--- config.mk ---
export PLATFORM = sky130hd
export DESIGN_NAME = pc_unit
export DESIGN_NICKNAME = d
export VERILOG_FILES = /design/src/rtl/cpu_pkg.sv /design/src/rtl/pc_next_mux.sv /design/src/rtl/pc_unit.sv
export SDC_FILE = /design/constraint.sdc
export NUM_CORES = 1
export LEC_CHECK = 0
export CORE_MARGIN = 3
export CORE_UTILIZATION = 42
export CTS_CLUSTER_SIZE = 14
export DETAILED_ROUTE_END_ITERATION = 10
export PLACE_DENSITY_LB_ADDON = 0.25
export SLEW_MARGIN = 25
export SYNTH_ARGS = -nofsm -noshare
export SYNTH_HDL_FRONTEND = slang
export SYNTH_HIERARCHICAL = 1
export SYNTH_SLANG_ARGS = --single-unit
export TNS_END_PERCENT = 20
--- constraint.sdc ---
create_clock -name clk -period 2.3 [get_ports clk]
set_input_delay 0.46 -clock clk [delete_from_list [all_inputs] [get_ports clk]]
set_output_delay 0.46 -clock clk [all_outputs]
set_load 0.03 [all_outputs]
--- src/rtl/cpu_pkg.sv ---
// Shared CPU datapath types and defaults used by the program-counter unit.
package cpu_pkg;

  typedef enum logic {
    BOOT = 1'b0,
    RUN  = 1'b1
  } pc_state_t;

  localparam int          XLEN_DEFAULT         = 32;
  localparam logic [31:0] RESET_VECTOR_DEFAULT = 32'h0000_0000;
  localparam logic [31:0] TRAP_VECTOR_DEFAULT  = 32'h0000_0080;

  // Wide enough for the full 0..15 boot-delay range.
  localparam int BOOT_CNT_W = 4;

endpackage

--- src/rtl/pc_next_mux.sv ---
// Combinational fixed-priority next-PC selector: trap > trap_return > jump > branch > stall > PC+INC.
// Optional macro PC_ALIGN_CHECK_EN turns misaligned jump/branch targets into traps.
module pc_next_mux
  import cpu_pkg::*;
#(
  parameter int               XLEN        = XLEN_DEFAULT,
  parameter logic [XLEN-1:0]  TRAP_VECTOR = XLEN'(TRAP_VECTOR_DEFAULT),
  parameter int               INC         = 4
) (
  input  logic [XLEN-1:0] pc_i,
  input  logic [XLEN-1:0] epc_i,
  input  logic            stall_i,
  input  logic            branch_taken_i,
  input  logic [XLEN-1:0] branch_target_i,
  input  logic            jump_i,
  input  logic [XLEN-1:0] jump_target_i,
  input  logic            trap_i,
  input  logic            trap_return_i,
  output logic [XLEN-1:0] next_pc_o,
  output logic            epc_we_o,
  output logic            trap_set_o,
  output logic            trap_clr_o
`ifdef PC_ALIGN_CHECK_EN
  ,
  output logic            misaligned_o
`endif
);

  always_comb begin
    next_pc_o  = pc_i + XLEN'(INC);
    epc_we_o   = 1'b0;
    trap_set_o = 1'b0;
    trap_clr_o = 1'b0;
`ifdef PC_ALIGN_CHECK_EN
    misaligned_o = 1'b0;
`endif
    if (trap_i) begin
      next_pc_o  = TRAP_VECTOR;
      epc_we_o   = 1'b1;
      trap_set_o = 1'b1;
    end else if (trap_return_i) begin
      next_pc_o  = epc_i;
      trap_clr_o = 1'b1;
    end else if (jump_i) begin
      next_pc_o = jump_target_i;
`ifdef PC_ALIGN_CHECK_EN
      if (jump_target_i[1:0] != 2'b00) begin
        next_pc_o    = TRAP_VECTOR;
        epc_we_o     = 1'b1;
        trap_set_o   = 1'b1;
        misaligned_o = 1'b1;
      end
`endif
    end else if (branch_taken_i) begin
      next_pc_o = branch_target_i;
`ifdef PC_ALIGN_CHECK_EN
      if (branch_target_i[1:0] != 2'b00) begin
        next_pc_o    = TRAP_VECTOR;
        epc_we_o     = 1'b1;
        trap_set_o   = 1'b1;
        misaligned_o = 1'b1;
      end
`endif
    end else if (stall_i) begin
      next_pc_o = pc_i;
    end
  end

endmodule

--- src/rtl/pc_unit.sv ---
// Program-counter unit: boot-delay FSM, fetch PC, exception PC and trap flag.
// Optional macro PC_ALIGN_CHECK_EN adds misaligned-target trapping and the misaligned output.
module pc_unit
  import cpu_pkg::*;
#(
  parameter int               XLEN         = XLEN_DEFAULT,
  parameter logic [XLEN-1:0]  RESET_VECTOR = XLEN'(RESET_VECTOR_DEFAULT),
  parameter logic [XLEN-1:0]  TRAP_VECTOR  = XLEN'(TRAP_VECTOR_DEFAULT),
  parameter int               INC          = 4,
  parameter int               BOOT_CYCLES  = 2
) (
  input  logic            clk,
  input  logic            reset,
  input  logic            stall,
  input  logic            branch_taken,
  input  logic [XLEN-1:0] branch_target,
  input  logic            jump,
  input  logic [XLEN-1:0] jump_target,
  input  logic            trap,
  input  logic            trap_return,
  output logic [XLEN-1:0] PC,
  output logic [XLEN-1:0] PC_plus,
  output logic [XLEN-1:0] epc,
  output logic            fetch_valid,
  output logic            in_trap
`ifdef PC_ALIGN_CHECK_EN
  ,
  output logic            misaligned
`endif
);

  pc_state_t              state_q, state_d;
  logic [BOOT_CNT_W-1:0]  cnt_q, cnt_d;
  logic [XLEN-1:0]        pc_q, pc_d;
  logic [XLEN-1:0]        epc_q, epc_d;
  logic                   in_trap_q, in_trap_d;

  logic [XLEN-1:0]        mux_next_pc;
  logic                   mux_epc_we;
  logic                   mux_trap_set;
  logic                   mux_trap_clr;

`ifdef PC_ALIGN_CHECK_EN
  logic                   mux_misaligned;
  logic                   mis_q, mis_d;
`endif

  pc_next_mux #(
    .XLEN        (XLEN),
    .TRAP_VECTOR (TRAP_VECTOR),
    .INC         (INC)
  ) u_next_mux (
    .pc_i            (pc_q),
    .epc_i           (epc_q),
    .stall_i         (stall),
    .branch_taken_i  (branch_taken),
    .branch_target_i (branch_target),
    .jump_i          (jump),
    .jump_target_i   (jump_target),
    .trap_i          (trap),
    .trap_return_i   (trap_return),
    .next_pc_o       (mux_next_pc),
    .epc_we_o        (mux_epc_we),
    .trap_set_o      (mux_trap_set),
    .trap_clr_o      (mux_trap_clr)
`ifdef PC_ALIGN_CHECK_EN
    ,
    .misaligned_o    (mux_misaligned)
`endif
  );

  always_comb begin
    state_d   = state_q;
    cnt_d     = cnt_q;
    pc_d      = pc_q;
    epc_d     = epc_q;
    in_trap_d = in_trap_q;
`ifdef PC_ALIGN_CHECK_EN
    mis_d     = 1'b0;
`endif
    case (state_q)
      BOOT: begin
        // PC is frozen and every control input is ignored until the delay expires.
        if (cnt_q == BOOT_CNT_W'(BOOT_CYCLES)) begin
          state_d = RUN;
        end else begin
          cnt_d = cnt_q + 1'b1;
        end
      end
      RUN: begin
        pc_d = mux_next_pc;
        if (mux_epc_we) begin
          epc_d = pc_q;
        end
        if (mux_trap_set) begin
          in_trap_d = 1'b1;
        end else if (mux_trap_clr) begin
          in_trap_d = 1'b0;
        end
`ifdef PC_ALIGN_CHECK_EN
        mis_d = mux_misaligned;
`endif
      end
      default: state_d = BOOT;
    endcase
  end

  always_ff @(posedge clk) begin
    if (reset) begin
      state_q   <= BOOT;
      cnt_q     <= '0;
      pc_q      <= RESET_VECTOR;
      epc_q     <= '0;
      in_trap_q <= 1'b0;
`ifdef PC_ALIGN_CHECK_EN
      mis_q     <= 1'b0;
`endif
    end else begin
      state_q   <= state_d;
      cnt_q     <= cnt_d;
      pc_q      <= pc_d;
      epc_q     <= epc_d;
      in_trap_q <= in_trap_d;
`ifdef PC_ALIGN_CHECK_EN
      mis_q     <= mis_d;
`endif
    end
  end

  assign PC          = pc_q;
  assign PC_plus     = pc_q + XLEN'(INC);
  assign epc         = epc_q;
  assign in_trap     = in_trap_q;
  assign fetch_valid = (state_q == RUN);
`ifdef PC_ALIGN_CHECK_EN
  assign misaligned  = mis_q;
`endif

endmodule

=== Yosys cells after proc, flatten, opt, wreduce, memory -nomap -nowiden ===
Index checks and enable logic that the tools add are counted.

* Register bits: 70
* Output and inout bits: 98
* Logic and storage cells: 28

* Add/subtract/negate cells: 2
* Equal/unequal tests: 2
* Multiplexer cells: 12
* Bitwise logic cells: 2
* Reductions and logical operators: 5

{| class="wikitable"
|+ Operators by type and width
! operator !! number
|-
| 32-bit 2-to-1 mux || 5
|-
| 32-bit by 3-bit adder with 32-bit output, second input constant || 1
|-
| 2-bit AND reduction || 4
|-
| 1-bit 2-to-1 mux || 7
|-
| 5-bit by 1-bit inequality test with 1-bit output, second input constant || 1
|-
| 4-bit by 1-bit adder with 4-bit output, second input constant || 1
|-
| 4-bit by 2-bit equality test with 1-bit output, second input constant || 1
|-
| 1-bit inverter || 2
|-
| 2-bit nonzero test || 1
|}

=== Logic depth before layout (Yosys ltp) ===
* Depth in word-level cells: 6
* Mapped depth: 9
* Mapped depth without buffers: 8

=== Hierarchy ===
Netlist, hierarchy kept.

{| class="wikitable"
|+ Modules (own cells, without submodules)
! module !! times used !! cells each !! area an instance (um2)
|-
| pc_unit || 1 || 358 || 3078.0
|-
| pc_next_mux || 1 || 273 || 1750.4
|}

=== Least setup slack after synthesis ===
Ideal clock, no wire load.

* Path kind: register to output
* Start point: reg pc_q[7] (netlist: PC[7])
* End point: out PC_plus[21]
* Arrival time: 2205 ps
* Path slack: -365 ps
* Cell stages (with the launch flop): 6
* Path through: dfxtp_1 clkbuf_2 nand4_4 or4_4 nor3_2 xor2_1

* Word-level cells in the longest chain between the ends: 1

{| class="wikitable"
|+ Ends and longest elaborated chain
! element !! line !! text
|-
| start, declared || pc_unit.sv:34 || <nowiki>logic [XLEN-1:0] pc_q, pc_d;</nowiki>
|-
| start signal, assigned || pc_unit.sv:121 || <nowiki>pc_q <= pc_d;</nowiki>
|-
| 32-bit by 3-bit adder with 32-bit output || pc_unit.sv:131 || <nowiki>assign PC_plus = pc_q + XLEN'(INC);</nowiki>
|-
| end, declared || pc_unit.sv:22 || <nowiki>output logic [XLEN-1:0] PC_plus,</nowiki>
|}

Every way passes these cells.

=== Worst setup path in the final report ===
* Start point: reg pc_q[6] (netlist: PC[6])
* End point: out PC_plus[31]

The elaborated chain is that of the path after synthesis.

==> impl_summary.log <==
[metrics] outcome: complete, but fails checks
[metrics] violated checks: setup timing
[metrics] global-route wire length before repair: 29600 um
[metrics] wire per inst: 19.2 um
[metrics] overall die height: 113 um
[metrics] share of the core filled with cells in the final layout: 0.689
[metrics] layout net count: 902
[metrics] CTS root buffer: sky130_fd_sc_hd__clkbuf_16
[metrics] clock tree from TritonCTS: done
[metrics] H-tree depth: 3
[metrics] cell type contributing the most total cell area after synthesis: sky130_fd_sc_hd__dfxtp_1
[metrics] # DRC: 0
[metrics] crit path time final: 2460 ps
[metrics] commonest cells in the netlist: sky130_fd_sc_hd__nand2_1, sky130_fd_sc_hd__dfxtp_1, sky130_fd_sc_hd__nor2_1, sky130_fd_sc_hd__a21oi_1, sky130_fd_sc_hd__mux2i_1
[metrics] Slew @ Worst Pin: 683 ps
[metrics] P&R area growth vs syn: 57.5%
[metrics] Final Hold Violating Endpoints: 0
[metrics] classification of the worst-slack hold path: reg2reg
[metrics] Die ar.: 12800 sq um
[metrics] final worst path period share: 1.07
[metrics] post-DR vias/cell: 5.87
[metrics] max-cap violations: 0
[metrics] Final Routed Wirelength: 18700 um
[metrics] top achievable clock speed: 406 MHz
[metrics] setup repair after global routing missed its margin: yes
[metrics] router iterations before antenna repair: 7
[metrics] smallest hold slack: 473 ps
[metrics] type of element capturing the critical path: primary output
[metrics] detailed-placement wirelength estimate: 12900 um
[metrics] clock input transition at the sequential cells of the worst setup and hold paths: 60 ps
[metrics] placement-stage worst setup slack: -337 ps
[metrics] Worst Setup Start Kind: register
[metrics] Port Buffer Count: 168
[metrics] top-level port count: 169
[metrics] DR vias: 5701
[metrics] cell with the most instances after synthesis: sky130_fd_sc_hd__nand2_1
[metrics] share of synthesized area occupied by flip-flops and latches: 0.290
[metrics] number of synthesized register bits: 70
[metrics] count of inserted antenna diode cells: 0
[metrics] data arrival time at the worst-slack endpoint: 2000 ps
[metrics] number of global-route vias before repair: 5614
[metrics] post-synthesis cell count: 631
[metrics] Post-Layout Inst Area: 7600 sq um
[metrics] effective utilization at floorplan: 0.438
[metrics] synthesized area: 4830 sq um
[metrics] maximum fanout along the worst path: 8
[metrics] Placed Instances: 946
[metrics] Synth area leaders: sky130_fd_sc_hd__dfxtp_1, sky130_fd_sc_hd__nand2_1, sky130_fd_sc_hd__mux2i_1, sky130_fd_sc_hd__xnor2_1, sky130_fd_sc_hd__a21oi_1
[metrics] Congestion Overflow GR: 0
[metrics] aggregate global-route resource usage: 0.287
[metrics] setup violators final: 17
[metrics] leakage power of the design: 2.78 nW
[metrics] number of clock sinks seen by CTS: 70
[metrics] post-route total power: 4.17 mW
[metrics] GP Congestion: 0.909
[metrics] count of nets left with antenna violations after detail routing: 0
[metrics] total clock buffers created by CTS: 9
[metrics] flip-flop cell with the highest count after synthesis: sky130_fd_sc_hd__dfxtp_1
[metrics] pin count of the biggest net entering global routing: 71
[metrics] cell area reported after detailed placement: 7060 sq um
[metrics] clock network latency to the later pin of the worst-skew pair: 340 ps
[metrics] power density over the cells: 549 nW/um^2
[metrics] number of antenna violations at the first check in global routing: 0
[metrics] summed negative setup slack over all endpoints: -1370 ps
[metrics] worst path required time: 1840 ps
[metrics] average instance area after synthesis: 7.65 sq um
[metrics] share of the synthesized area in the top cell type: 0.290
[metrics] Horiz. Die Dim: 113 um
[metrics] fraction of layout instances using a drive strength above 1: 0.222
[metrics] Max Transition Viols Final: 0
[metrics] share of flip-flops with an asynchronous set or reset after synthesis: 0
[metrics] number of warnings printed during yosys synthesis: 6
[metrics] synthesized netlist net count: 706
[metrics] reg-to-reg setup timing slack: -30 ps
[metrics] area of the placeable core: 11000 sq um
[metrics] number of DRC violations after detailed-routing iteration 0: 545
[metrics] highest ir drop seen on vdd: 0.430 mV
[metrics] Max Buffers Root-to-Sink: 2
[metrics] standard-cell rows: 38
[metrics] worst-case clock skew: 6.51 ps
[metrics] total of fill cells in the finished design: 835
[metrics] count of flip-flops with a built-in enable after synthesis: 0
[metrics] crit path kind: reg2out
[metrics] worst rel slew slack: 0.544
[metrics] fin cells: 972
[metrics] post-route worst setup slack: -160 ps
[metrics] Unique masters post-synth: 55
power by group:
group | total, mW | internal, mW | switching, mW
clock network | 1.55 | 0.977 | 0.570
logic | 1.25 | 0.555 | 0.696
registers | 1.37 | 1.28 | 0.0977
worst max-delay path, stage by stage (launching register included):
cell                      delay (ps)
sky130_fd_sc_hd__dfxtp_4         360
sky130_fd_sc_hd__nand4_4         150
sky130_fd_sc_hd__nor4_4          410
sky130_fd_sc_hd__buf_12          170
sky130_fd_sc_hd__nand4_1         170
sky130_fd_sc_hd__xnor2_2         240
sky130_fd_sc_hd__buf_6           160
area by class of cell:
cell class                      count  area [sq um]  area share
Clock buffer                       10           239      0.0314
Clock inverter                      6          82.6      0.0109
Inverter                           28           105      0.0138
Multi-Input combinational cell    483          3320       0.437
Sequential cell                    70          1460       0.192
Tap cell                          140           175      0.0230
Timing Repair Buffer              235          2220       0.292
final timing paths:
| kind | startpoint | to | cells past startpoint |
|---|---|---|---|
| worst max-delay path | PC[6] | PC_plus[31] | 6 |
| worst min-delay path | epc[2] | epc[2] | 2 |
| worst min register to register | epc[2] | epc[2] | 2 |
| worst max register to register | PC[9] | PC[19] | 8 |
metal layers:
metal | vias to the layer above | part of all wire | track usage
met4 | 0 | 0.028 | 0.115
met5 | - | 0 | 0
met2 | 364 | 0.48 | 0.470
met1 | 2671 | 0.39 | 0.376
met3 | 40 | 0.097 | 0.0481
li1 | 2626 | - | -
logic make-up after synthesis:
logic type / Yosys count / synth area share
compound gates: 142 / 0.195
xor+xnor: 50 / 0.0907
fa+ha+maj: 4 / 0.0104
buf+inv: 78 / 0.0687
flops: 70 / 0.290
mux: 38 / 0.0788
simple gates: 249 / 0.266
flip-flops by register name (all words and copies together) (netlist names):
signal / cells
PC: 32
cnt_q: 4
fetch_valid: 1
epc: 32
in_trap: 1
what timing repair did:
item                                    CTS  global route
hold buffers                              0             0
setup buffers                             8             2
endpoints found under the setup margin   23            32
gates resized for setup                  30             9
pin swaps                                 7             4
placed cells by master (no fill, tap or decap), drive strengths merged, types with 2 or more instances in the layout:
cell           count
clkdlybuf4s50    140
nand2            104
buf               94
dfxtp             70
nor2              59
a21oi             48
mux2i             38
xnor2             34
inv               29
o21ai             27
nand4             19
nand3             18
a221oi            17
xor2              16
nor4              16
nor3              11
clkbuf            10
a211oi             9
o22ai              8
o211ai             6
o31a               6
a221o              5
o2bb2ai            4
and3               4
ha                 4
nand4b             3
a22oi              3
o21a               3
or4                3
clkinv             3
and2               2
nand3b             2
bufinv             2
nor2b              2
and4               2
nand2b             2
(Power assumes the default switching activity.)
==> edit 1 (same flow settings) <==
The option `PC_ALIGN_CHECK_EN` is turned on by a define.
--- a/src/rtl/pc_next_mux.sv
+++ b/src/rtl/pc_next_mux.sv
@@ -1,5 +1,7 @@
 // Combinational fixed-priority next-PC selector: trap > trap_return > jump > branch > stall > PC+INC.
 // Optional macro PC_ALIGN_CHECK_EN turns misaligned jump/branch targets into traps.
+`define PC_ALIGN_CHECK_EN
+
 module pc_next_mux
   import cpu_pkg::*;
 #(
Formal check against the unedited RTL (old outputs only; new: misaligned): not equivalent (a bounded check fails within 10 cycles, from zero or initial values and one cycle with reset high).
==> edit 1 against the original RTL <==
The flow still finishes with violations (negative setup slack); sequential cell count rose by 1; power fell by 4.7%; worst setup slack got worse by 57 ps; cell count rose by 5.2%; register-to-register slack improved by 30 ps; cell area rose by 4.2%; routed wire length rose by 4.4%; sequential share of layout area fell by 0.34 points; area after synthesis rose by 2.0%.
==> edit 1: results (changes against the original RTL) <==
| Metric | Value |
|---|---|
| Met3 Wirelength | 1.61 mm (was 1.81 mm) |
| Synthesized-area fraction occupied by adder cells | 0.0102 (was 0.0104) |
| Layout Nets | 953 (was 902) |
| Number of global-route vias before repair | 5865 (was 5614) |
| Worst path max stage delay | 490 ps (was 410 ps) |
| Global routing usage summed across all routing layers | 0.292 (was 0.287) |
| Half-perimeter wire length of the detailed placement result | 14.2 mm (was 12.9 mm) |
| Final setup slack of the worst path | -217 ps (was -160 ps) |
| Count of endpoints failing setup in the final report | 18 (was 17) |
| Largest net degree at the start of global routing | 48 (was 71) |
| Wire length of the first global-routing pass | 30.5 mm (was 29.6 mm) |
| Post-route setup TNS | -2540 ps (was -1370 ps) |
| Maximum vdd drop | 0.312 mV (was 0.430 mV) |
| Post-route insts no fill | 1023 (was 972) |
| Sum of routed wire length over all layers | 19.5 mm (was 18.7 mm) |
| Number of DRC markers after the initial detailed-route iteration | 408 (was 545) |
| Most common library cells after synthesis | sky130_fd_sc_hd__nand2_1, sky130_fd_sc_hd__dfxtp_1, sky130_fd_sc_hd__a21oi_1 (was sky130_fd_sc_hd__nand2_1, sky130_fd_sc_hd__dfxtp_1, sky130_fd_sc_hd__nor2_1) |
| Proportion of layout cells with a drive suffix above 1 | 0.231 (was 0.222) |
| Average via count per standard cell | 5.90 (was 5.87) |
| Status | complete, but fails checks (unchanged) |
| Post-placement cell count | 1004 (was 946) |
| Top cells by area in the synthesized netlist | sky130_fd_sc_hd__dfxtp_1, sky130_fd_sc_hd__nand2_1, sky130_fd_sc_hd__mux2i_1, sky130_fd_sc_hd__a21oi_1, sky130_fd_sc_hd__nor2_1 (was sky130_fd_sc_hd__dfxtp_1, sky130_fd_sc_hd__nand2_1, sky130_fd_sc_hd__mux2i_1, sky130_fd_sc_hd__xnor2_1, sky130_fd_sc_hd__a21oi_1) |
| Data arrival time of the worst path | 2060 ps (was 2000 ps) |
| Worst slew slack as a fraction of its limit | 0.538 (was 0.544) |
| Synth Area in Compound Gates | 0.198 (was 0.195) |
| XOR/XNOR Fraction of Synth Area | 0.0907 (about the same) |
| Routability cong. | 0.957 (was 0.909) |
| Number of I/O port buffers | 169 (was 168) |
| Layout Skew | 5.68 ps (was 6.51 ps) |
| Failing checks | negative setup slack (unchanged) |
[edit 1: changes by cell type after synthesis, moves of 6 or more]
cell	delta
sky130_fd_sc_hd__a21oi_1	+15
sky130_fd_sc_hd__xnor2_1	-9
sky130_fd_sc_hd__xor2_1	+10
sky130_fd_sc_hd__o21ai_1	-7
sky130_fd_sc_hd__clkbuf_1	+7
sky130_fd_sc_hd__nor4_1	+12
sky130_fd_sc_hd__nor3_1	+6
sky130_fd_sc_hd__o21ai_0	+9
[edit 1: power by group]
group / internal (uW) / switching, uW / total (uW)
Clock: 853 / 569 / 1420
Combinational: 528 / 677 / 1200
Sequential: 1280 / 66.8 / 1350
Total: 2660 / 1310 / 3980
[edit 1: cells by family after synthesis]
kind of cell | Yosys count
AND/OR/NAND/NOR | 271
buffers and inverters | 79
adder cells (fa/ha/maj) | 4
AO/OA/AOI/OAI | 155
flip-flops | 71
multiplexers | 33
XOR/XNOR | 51
[edit 1: layer usage]
layer | GRT usage | vias to the layer above
li1 | - | 2790
met2 | 0.489 | 323
met3 | 0.0544 | 47
met4 | 0.0855 | 0
met5 | 0 | -
met1 | 0.382 | 2878
[edit 1: final timing paths]
path / start / to / slack [ps]
hold reg to reg: epc[12] / epc[12] / 470
hold / removal: reset / PC[9] / 460
setup reg to reg: PC[13] / PC[29] / 0
setup / recovery: PC[9] / PC_plus[26] / -220
[edit 1: repair_timing]
action                                 in CTS  in global routing
pin swaps                                   8                  2
setup endpoints to repair                  22                 31
gates resized for setup                    23                 20
buffers inserted                            1                  2
cloned                                      0                  0
endpoints found under the hold margin       0                  0
hold buffers                                0                  0
[edit 1: cell type report]
| cell class | instances | area [um^2] |
|---|---|---|
| Clock buffer | 12 | 278 |
| Clock inverter | 4 | 26.3 |
| Inverter | 24 | 90.1 |
| Timing Repair Buffer | 258 | 2410 |
| Sequential cell | 71 | 1490 |
| Fill cell | 879 | 3200 |
| Multi-Input combinational cell | 514 | 3440 |
| Tap cell | 140 | 175 |
[edit 1: worst max-delay path: cells and delay by family, from the launching register on]
family | cells | cell delay, ps
XOR/XNOR | 1 | 170
flip-flops | 1 | 350
buffers and inverters | 2 | 320
AND/OR/NAND/NOR | 3 | 870
[edit 1: through the flow]
stage	setup slack, ps	total power (uW)
after floorplan	-115	2040
after global placement	-180	2530
after detailed placement	-266	2560
after CTS	-225	3960
after global routing	-292	4110
final	-217	3980
==> edit 2 (same settings) <==
Made on the original files. Add an input register stage for `jump_target`, cleared by the reset; this delays it by one clock. The other inputs are not delayed to match.
--- a/src/rtl/pc_unit.sv
+++ b/src/rtl/pc_unit.sv
@@ -29,6 +29,16 @@
 `endif
 );
 
+  logic [XLEN-1:0] jump_target_q;
+
+  always_ff @(posedge clk) begin
+    if (reset) begin
+      jump_target_q <= '0;
+    end else begin
+      jump_target_q <= jump_target;
+    end
+  end
+
   pc_state_t              state_q, state_d;
   logic [BOOT_CNT_W-1:0]  cnt_q, cnt_d;
   logic [XLEN-1:0]        pc_q, pc_d;
@@ -56,7 +66,7 @@
     .branch_taken_i  (branch_taken),
     .branch_target_i (branch_target),
     .jump_i          (jump),
-    .jump_target_i   (jump_target),
+    .jump_target_i   (jump_target_q),
     .trap_i          (trap),
     .trap_return_i   (trap_return),
     .next_pc_o       (mux_next_pc),
Function: changed (a bounded check fails within 10 cycles, from zero or initial values and one cycle with reset high).
==> edit 2 against the original RTL <==
Largest power group is now sequential cells; die area up 17%; count of clock-buffer cells in the layout is 1 higher; sequential cell count rose by 32; power rose by 13%; the flow still finishes with violations (negative setup slack); global-route usage down 2.8 points; area after synthesis is 18% higher; largest cell class unchanged; worst setup slack better by 11 ps; critical endpoint is now PC_plus[27]; combinational power decreased by 3%; routed wire length up 4.9%; cell area rose by 12%.
==> edit 2: results (changes against the original RTL) <==
| Metric | Value |
|---|---|
| Crit-path max FO | 9 (was 8) |
| Async set or reset register ratio after synthesis | 0 (unchanged) |
| Setup slack of the worst register-to-register path | -60 ps (was -30 ps) |
| Average via count per standard cell | 5.53 (was 5.87) |
| Switching power | 1500 uW (was 1360 uW) |
| Number of warnings issued by yosys | 6 (unchanged) |
| Top cells by area in the synthesized netlist | sky130_fd_sc_hd__dfxtp_1, sky130_fd_sc_hd__nand2_1, sky130_fd_sc_hd__mux2i_1, sky130_fd_sc_hd__xnor2_1, sky130_fd_sc_hd__a21oi_1 (unchanged) |
| Final setup slack of the worst path | -149 ps (was -160 ps) |
| Final slew viol count | 0 (unchanged) |
| Leakage power total | 0.00313 uW (was 0.00278 uW) |
| Largest net degree at the start of global routing | 50 (was 71) |
| Count of H-tree levels built during CTS | 3 (unchanged) |
| Layout Nets | 975 (was 902) |
| Number of antenna diodes | 0 (unchanged) |
| Number of global-route vias before repair | 6008 (was 5614) |
| Data arrival time of the worst path | 1990 ps |
| Number of buffers created by CTS | 9 (unchanged) |
| Clock insertion delay at the later pin of the skew report | 360 ps (was 340 ps) |
| Global routing usage summed across all routing layers | 0.259 (was 0.287) |
| Net count after synthesis | 774 (was 706) |
| CTS root buffer | sky130_fd_sc_hd__clkbuf_16 (unchanged) |
| Half-perimeter wire length of the detailed placement result | 13.9 mm (was 12.9 mm) |
| Count of unique library cells instantiated by Yosys | 57 (was 55) |
| Layout Skew | 6.53 ps (was 6.51 ps) |
| Failing checks | negative setup slack (unchanged) |
| Worst setup slack after placement | -289 ps (was -337 ps) |
| Sequential cell area fraction in the yosys report | 0.360 (was 0.290) |
| Wire length of the first global-routing pass | 30.7 mm (was 29.6 mm) |
| Detailed-routing iteration count for the pre-antenna-repair pass | 6 (was 7) |
| Final-layout worst hold slack | 473 ps (about the same) |
| Worst min path class | reg -> reg (unchanged) |
| Wire length per cell | 18.2 um (was 19.2 um) |
| Antenna violations before repair | 0 (unchanged) |
| Status | complete, but fails checks (unchanged) |
| Slew of the pin with the lowest slew margin | 634 ps (was 683 ps) |
| Routability cong. | 0.868 (was 0.909) |
| Count of endpoints failing setup in the final report | 17 (unchanged) |
| Proportion of layout cells with a drive suffix above 1 | 0.208 (was 0.222) |
| Clk slew on worst S/H paths | 70 ps |
| Maximum clock insertion buffer count | 2 (unchanged) |
| Fill cell instance count of the final layout | 1108 (was 835) |
| Maximum vdd drop | 0.574 mV (was 0.430 mV) |
| Most common library cells after synthesis | sky130_fd_sc_hd__nand2_1, sky130_fd_sc_hd__dfxtp_1, sky130_fd_sc_hd__nor2_1 (unchanged) |
| Number of DRC markers after the initial detailed-route iteration | 406 (was 545) |
| Number of I/O port buffers | 168 (unchanged) |
edit 2: worst max-delay path: stages (launching register included):
cell	delay, ps
sky130_fd_sc_hd__dfxtp_1	430
sky130_fd_sc_hd__nand2_1	150
sky130_fd_sc_hd__nor2_2	450
sky130_fd_sc_hd__nand4_1	230
sky130_fd_sc_hd__xnor2_2	220
sky130_fd_sc_hd__buf_6	150
edit 2: final timing paths:
check,startpoint,to,cells past startpoint
worst max-delay path,PC[14],PC_plus[27],5
worst min-delay path,epc[0],epc[0],2
worst max register to register,PC[2],PC[16],11
worst min register to register,epc[0],epc[0],2
edit 2: cell families (layout without fill, tap and decap cells):
kind of cell	count (synthesis)	in the layout	synth area share
AND/OR/NAND/NOR	283	283	0.261
AO/OA/AOI/OAI	141	141	0.165
flip-flops	102	102	0.360
buffers and inverters	80	286	0.0597
XOR/XNOR	51	51	0.0787
multiplexers	38	38	0.0670
adder cells (fa/ha/maj)	4	4	0.00881
edit 2: timing repair:
| item | in CTS | in global routing |
|---|---|---|
| hold buffers | 0 | 0 |
| resized for setup | 28 | 27 |
| pin swaps | 7 | 11 |
| setup buffers | 6 | 3 |
| setup endpoints to repair | 27 | 39 |
edit 2: stage by stage:
stage	TNS (ps)	cells	cell area [um^2]
floorplan	-57.9	699	5820
global placement	-1390	1052	7940
detailed placement	-3260	1052	7940
CTS	-1380	1074	8370
global route	-4170	1077	8490
finish	-1300	1077	8490
edit 2: area by class of cell:
| class | count | share of cell area |
|---|---|---|
| repair buffers | 243 | 0.268 |
| clock inverters | 5 | 0.00501 |
| clock buffers | 11 | 0.0298 |
| inverters | 27 | 0.0119 |
| well taps | 172 | 0.0253 |
| multi-input cells | 517 | 0.416 |
| flip-flops and latches | 102 | 0.244 |
edit 2: power groups by stage:
stage,Clock [uW],Sequential (uW),Combinational [uW]
6_report,1530,1970,1210
5_1_grt,1610,1980,1290
4_1_cts,1540,1970,1200
3_5_place_dp,0,2010,1180
3_3_place_gp,0,2000,1160
2_1_floorplan,0,2080,603
edit 2: routing by layer:
metal,global-route usage,up-vias,share of wire
li1,-,2837,-
met1,0.327,2837,0.42
met2,0.442,257,0.49
met3,0.0677,25,0.078
met4,0.0672,0,0.015
met5,0,-,0
